## config.mk

```make
export PLATFORM = sky130hd
export DESIGN_NAME = uart_rx_buffer
export DESIGN_NICKNAME = d
export VERILOG_FILES = /design/src/rtl/uart_rx_buffer.sv
export SDC_FILE = /design/constraint.sdc
export NUM_CORES = 1
export LEC_CHECK = 0
export CORE_ASPECT_RATIO = 1.2
export CORE_MARGIN = 2
export CORE_UTILIZATION = 30
export CTS_BUF_LIST = sky130_fd_sc_hd__clkbuf_8
export DETAILED_ROUTE_END_ITERATION = 8
export PLACE_DENSITY = 0.47
export SLEW_MARGIN = 20
export SYNTH_ARGS = -nofsm -noshare
export SYNTH_HDL_FRONTEND = slang
export SYNTH_SLANG_ARGS = --single-unit
```

## constraint.sdc

```tcl
create_clock -name clk -period 8.4 [get_ports clk]
set_input_delay 1.68 -clock clk [delete_from_list [all_inputs] [get_ports clk]]
set_output_delay 1.68 -clock clk [all_outputs]
set_load 0.01 [all_outputs]
```

## src/rtl/uart_rx_buffer.sv

```systemverilog
// Receive-side FWFT byte FIFO behind the UART receiver: captures good bytes on Rx_VALID rising edges and drops errored ones.
// Optional per-error drop counters are enabled by defining UART_RX_BUFFER_ERR_COUNT_EN.
module uart_rx_buffer #(
    parameter int DEPTH  = 16,
    parameter int ADDR_W = 4
) (
    input  logic              clk,
    input  logic              reset,
    input  logic [7:0]        Rx_DATA,
    input  logic              Rx_VALID,
    input  logic              Rx_FERROR,
    input  logic              Rx_PERROR,
    input  logic              rd_en,
    input  logic              clr_flags,
    output logic [7:0]        rd_data,
    output logic              empty,
    output logic              full,
    output logic [ADDR_W:0]   count,
    output logic              overflow,
`ifdef UART_RX_BUFFER_ERR_COUNT_EN
    output logic [7:0]        ferr_count,
    output logic [7:0]        perr_count,
`endif
    output logic              err_drop
);

    localparam logic [ADDR_W:0] FULL_COUNT = (ADDR_W + 1)'(DEPTH);

    logic [7:0]        mem_reg [DEPTH];
    logic [ADDR_W-1:0] wr_ptr_reg, rd_ptr_reg;
    logic [ADDR_W:0]   count_reg, count_next;
    logic              empty_reg, full_reg;
    logic              overflow_reg, err_drop_reg;
    logic              rx_valid_reg;

    logic capture, err_evt, push_cand, push, pop, ovf_evt;

    // One capture per Rx_VALID rising edge, no matter how long the level is held.
    assign capture   = Rx_VALID & ~rx_valid_reg;
    assign err_evt   = capture & (Rx_FERROR | Rx_PERROR);
    assign push_cand = capture & ~(Rx_FERROR | Rx_PERROR);
    assign pop       = rd_en & ~empty_reg;
    assign push      = push_cand & (~full_reg | pop);
    assign ovf_evt   = push_cand & full_reg & ~pop;

    always_comb begin
        count_next = count_reg;
        unique case ({push, pop})
            2'b10:   count_next = count_reg + 1'b1;
            2'b01:   count_next = count_reg - 1'b1;
            default: count_next = count_reg;
        endcase
    end

    always_ff @(posedge clk) begin
        if (reset) begin
            wr_ptr_reg   <= '0;
            rd_ptr_reg   <= '0;
            count_reg    <= '0;
            empty_reg    <= 1'b1;
            full_reg     <= 1'b0;
            overflow_reg <= 1'b0;
            err_drop_reg <= 1'b0;
            rx_valid_reg <= 1'b0;
        end else begin
            rx_valid_reg <= Rx_VALID;
            if (push) begin
                wr_ptr_reg <= wr_ptr_reg + 1'b1;
            end
            if (pop) begin
                rd_ptr_reg <= rd_ptr_reg + 1'b1;
            end
            count_reg    <= count_next;
            empty_reg    <= (count_next == '0);
            full_reg     <= (count_next == FULL_COUNT);
            // Setting event wins over a simultaneous clear.
            overflow_reg <= (overflow_reg & ~clr_flags) | ovf_evt;
            err_drop_reg <= (err_drop_reg & ~clr_flags) | err_evt;
        end
    end

    // Storage is not reset; the empty flag masks stale contents.
    always_ff @(posedge clk) begin
        if (push) begin
            mem_reg[wr_ptr_reg] <= Rx_DATA;
        end
    end

    assign rd_data  = empty_reg ? 8'h00 : mem_reg[rd_ptr_reg];
    assign empty    = empty_reg;
    assign full     = full_reg;
    assign count    = count_reg;
    assign overflow = overflow_reg;
    assign err_drop = err_drop_reg;

`ifdef UART_RX_BUFFER_ERR_COUNT_EN
    logic [7:0] ferr_count_reg, ferr_count_next;
    logic [7:0] perr_count_reg, perr_count_next;

    // Clear first, then a same-cycle increment lands on the cleared value; saturate at 255.
    always_comb begin
        ferr_count_next = clr_flags ? 8'h00 : ferr_count_reg;
        perr_count_next = clr_flags ? 8'h00 : perr_count_reg;
        if (err_evt && Rx_FERROR && ferr_count_next != 8'hFF) begin
            ferr_count_next = ferr_count_next + 1'b1;
        end
        if (err_evt && Rx_PERROR && perr_count_next != 8'hFF) begin
            perr_count_next = perr_count_next + 1'b1;
        end
    end

    always_ff @(posedge clk) begin
        if (reset) begin
            ferr_count_reg <= 8'h00;
            perr_count_reg <= 8'h00;
        end else begin
            ferr_count_reg <= ferr_count_next;
            perr_count_reg <= perr_count_next;
        end
    end

    assign ferr_count = ferr_count_reg;
    assign perr_count = perr_count_reg;
`endif

endmodule

```

* Yosys cells after proc, flatten, opt, wreduce, memory -nomap -nowiden
Memory sizes are Yosys's and may differ from the RTL's. A register that Yosys moved wholly into a read port is not among the register bits.
Cells that the tools add are included.
** Word-level totals
- Flip-flop bits (word level) :: 18
- Memory bits (writable) :: 128
- Bits of input ports :: 15
- Output and inout bits :: 17
- Word-level logic and storage cells :: 42
- Memories kept :: 1
** Operators by class
- Add/subtract/negate cells :: 4
- Equality and inequality tests :: 3
- Muxes and demuxes :: 6
- Bitwise logic cells :: 19
- Reductions and logical operators :: 1
** Memory list
- mem_reg :: words 16, width 8, read ports 1, clocked after memory_dff 1, write ports 1, line 29 : logic [7:0] mem_reg [DEPTH];
** Operator list (count)
- 5-bit case mux with 2 select lines :: 1
- 1-bit bitwise AND :: 9
- 4-bit by 1-bit adder with 4-bit output (second input constant) :: 2
- 4-bit two-way mux :: 2
- 8-bit two-way mux :: 1
- 1-bit NOT :: 6
- 5-bit by 1-bit adder with 5-bit output (second input constant) :: 1
- 5-bit == test (second input constant) :: 1
- 5-bit logical NOT :: 1
- 5-bit by 1-bit subtractor with 5-bit output (second input constant) :: 1
- 1-bit OR :: 4
- 2-bit by 1-bit == test with 1-bit output (second input constant) :: 1
- 2-bit == test (second input constant) :: 1
- 1-bit two-way mux :: 2

* Logic depth before layout (Yosys ltp)
- Word-level depth :: 7
- Gate-level depth with buffers :: 11
- Mapped depth without buffers :: 11

* Least setup slack after synthesis
OpenSTA, ideal clock, no wires.
- Path type :: input-to-reg
- From :: input port Rx_PERROR
- To :: register full_reg, in the netlist full
- Library setup time :: 0.091 ns
- Data arrival time :: 4.026 ns
- Setup slack :: 4.283 ns
- Stages :: 11
- Buffers on the path :: 0
- Path through :: nor4b_1 -> a21boi_2 -> inv_1 -> ha_1 -> xor2_1 -> ha_1 -> mux2_2 -> o21ai_0 -> nand3_1 -> xor2_1 -> nor4bb_1
** Between the ends
- Longest elaborated chain between the ends :: 7
** Ends and longest elaborated chain
- start: declaration :: line 12 : input logic Rx_PERROR,
- 1-bit OR (*) :: line 41 : assign push_cand = capture & ~(Rx_FERROR | Rx_PERROR);
- 1-bit NOT (*) :: line 41
- 1-bit bitwise AND (*) :: line 41
- 1-bit bitwise AND (*) :: line 43 : assign push = push_cand & (~full_reg | pop);
- 2-bit by 1-bit == test with 1-bit output / 2-bit == test (equally long branches) :: line 48 : unique case ({push, pop})
- 5-bit case mux with 2 select lines (*) :: line 48
- 5-bit == test (*) :: line 75 : full_reg <= (count_next == FULL_COUNT);
- end signal: assignment :: line 75
- end: declaration :: line 32 : logic empty_reg, full_reg;
Every way passes the cells marked *; elsewhere a longest branch is shown, timed or not.
A chain may end at the register's enable or synchronous reset.

==> run summary <==
Status - finished, final reports clean
Die X - 132 um
Synth cell count leaders - 128 x edfxtp_1, 40 x mux4_2, 26 x nor2_1
Initial antenna violation count - 0
Largest family of logic cells by synthesized area - multiplexers
CTS hold repair buffers - 0
Worst hold path class - reg -> reg
Worst-margin pin slew - 1.09 ns
Fill cells - 1878
Synth Area in Compound Gates - 1.98%
Routability Congestion - 0.718
Post-synth top area share - 64.7%
Critical Path AT - 3.12 ns
CP max FO - 32
Num CTS Buffers - 17
Total gr overflow - 0
Period utilisation layout - 57.1%
Drt drc - 0
Critical R2R Capture - full
Initial detailed-routing violation count - 209
Via density - 4.64
Die area - 20900 um^2
Fin util - 35.7%
Area grow syn2layout - 17.2%
Critical path capture point type - output port
Main synth FF type - edfxtp_1
Reg power frac - 53.8%
Critical path class - reg -> out
First-pass GRT wire length - 19.3 mm
Count leader, synth - edfxtp_1
Hold endpoint - err_drop
Critical R2R Launch - empty
I/O Buffers - 31
Hold wc startpoint - err_drop
Post-Syn Instances - 317
Max-slew headroom - 27.3%
Detail Route Antenna Nets - 0
Antenna fix cells - 0
Synth cell types - 34
Crit path launch type - flop
VDD IR max - 0.0760 mV
Clk root buf - clkbuf_8
H-tree depth - 4
Setup Skew - 0.00832 ns
CTS Buffer Depth - 2
CTS sink count - 150
XOR/XNOR share of the synthesized area - 1.47%
# IOs - 32
Syn avg cell area - 18.7 um^2
Number of synthesized flops with an enable pin - 128
Final setup viols - 0
Clock tree from TritonCTS - built
Worst path buffer plus inverter count - 2
Max-cap check violation count - 0
Max reg flops - 128
Final min period - 4.80 ns
Placed Area - 6560 um^2
Switching Fraction - 22.8%
Avg WL per Cell - 19.8 um
Syn Nets - 340
Max Fclk - 208 MHz
Ys async rst share - 0%
CORE AREA - 19500 um^2
Net switching power figure - 0.351 mW
WP data required - 6.72 ns
Cell area after layout - 6960 um^2
Total wire length - 12.5 mm
Multiplexer share of the synthesized area - 15.7%
Max incr delay on CP - 0.60 ns
Pin count of the biggest net entering global routing - 33
Via count - 2944
Worst-path cell with the longest stage delay - mux4_2
Initial Utilization - 30.5%
Logic pwr share - 10.0%
Row cnt - 56
Final Hold Vio Count - 0
Clk pwr share - 36.1%
Ratio of cells with drive above 1 in the final layout - 21.4%
TritonRoute pass-1 iters - 4
Pins over their slew limit - 0
Post-synthesis sequential area ratio - 72.1%
PwrDens - 221 nW/um^2
Post-Synth Simple-Gate Area - 5.58%
RSZ-0062 raised after global routing - no
GRT Overall Usage - 12.9%
Clk slew on worst S/H paths - 0.08 ns
Nets - 383
Adder-cell share of the synthesized area - 1.68%
Int Pwr - 1.19 mW
Reg2reg path depth - 11
Die Span Y - 158 um
Final WS setup - 3.60 ns
Vias in the first global route - 3156
CTS resizes - 0
DP Worst Slack - 3.50 ns
Synth top area cells - edfxtp_1 65%, mux4_2 15%, dfxtp_1 7.4%
Synth area leader - edfxtp_1
Final HPWL DP - 7.78 mm
Flop2flop setup slack - 5.30 ns
#FFs+latches synth - 150
Yosys warns - 0
Worst hold path cell count - 2
Clock Latency Late Sink - 0.44 ns
Cells along the critical path - buf_4 > mux4_2 > mux4_2 > nor2b_1 > clkdlybuf4s50_1
CP delay by family, top - multiplexers
Most frequent CP cell - mux4_2
Lkg Pwr - 2.13 nW
Setup bufs post-CTS - 0
Syn Std Cell Area - 5940 um^2
Setup TNS - 0 ns
==> cell families after synthesis <==
group                      after synthesis
DFF                                    150
and+or+nand+nor                         68
AOI/OAI and AO/OA                       18
muxes                                   43
xor gates and xnor gates                10
adders and majority gates                8
buffers and inverters                   20
==> routing by layer <==
layer	track usage (%)	vias to the layer above	wire [um]
met5	0	-	0
met4	4.61	0	161
met3	3.52	11	561
met2	22.9	68	6660
met1	15.1	1532	5150
li1	-	1333	-
==> per-stage QoR <==
stage | cells | hold WS [ns] | total power, mW
final | 634 | 0.466 | 1.54
after floorplan | 317 | 0.468 | 0.942
after global placement | 602 | 0.456 | 1.00
after global routing | 634 | 0.521 | 1.60
after detailed placement | 602 | 0.453 | 1.00
after CTS | 634 | 0.465 | 1.56
==> worst min-delay path: cells and delay by family, from the launching register on <==
family	cells	cell delay [ns]
flops	1	0.31
simple gates	1	0.06
compound gates	1	0.05
==> cell usage in the layout (no fill, tap or decap), types with 3 or more instances in the layout <==
cell,count
mux4_2,40
bufinv_16,3
o21ai_0,3
xor2_1,6
nand2b_1,4
clkdlybuf4s50_1,31
ha_1,8
inv_1,8
nor3_1,5
buf_4,6
xnor2_1,4
clkinvlp_4,5
dfxtp_1,21
clkbuf_8,17
a21oi_1,7
edfxtp_1,128
nand2_1,13
nor2b_1,12
nor2_1,26
clkinv_2,4
==> final cells by class <==
cell class | count | area [um^2] | share of cell area (%)
flip-flops and latches | 150 | 4290 | 61.6
multi-input cells | 147 | 1570 | 22.5
repair buffers | 37 | 355 | 5.11
well taps | 261 | 327 | 4.69
clock buffers | 17 | 234 | 3.36
clock inverters | 15 | 164 | 2.35
inverters | 7 | 26.3 | 0.377
==> worst max path at each step <==
stage	from	endpoint	slack, ns	depth (start not counted)
global placement	Rx_PERROR	full	3.60	12
global route	flop	rd_data[1]	3.43	5
detailed placement	Rx_PERROR	full	3.50	12
finish	flop	rd_data[1]	3.60	5
CTS	flop	rd_data[1]	3.51	5
floorplan	Rx_PERROR	full	4.28	11
==> power by group through the flow <==
stage          clock, mW  sequential, mW  combinational, mW
3_3_place_gp           0           0.846              0.156
3_5_place_dp           0           0.846              0.157
4_1_cts            0.571           0.829              0.158
6_report           0.556           0.828              0.155
2_1_floorplan          0           0.842              0.101
5_1_grt            0.605           0.831              0.168
Note: power is estimated with default switching activity, not from simulation.
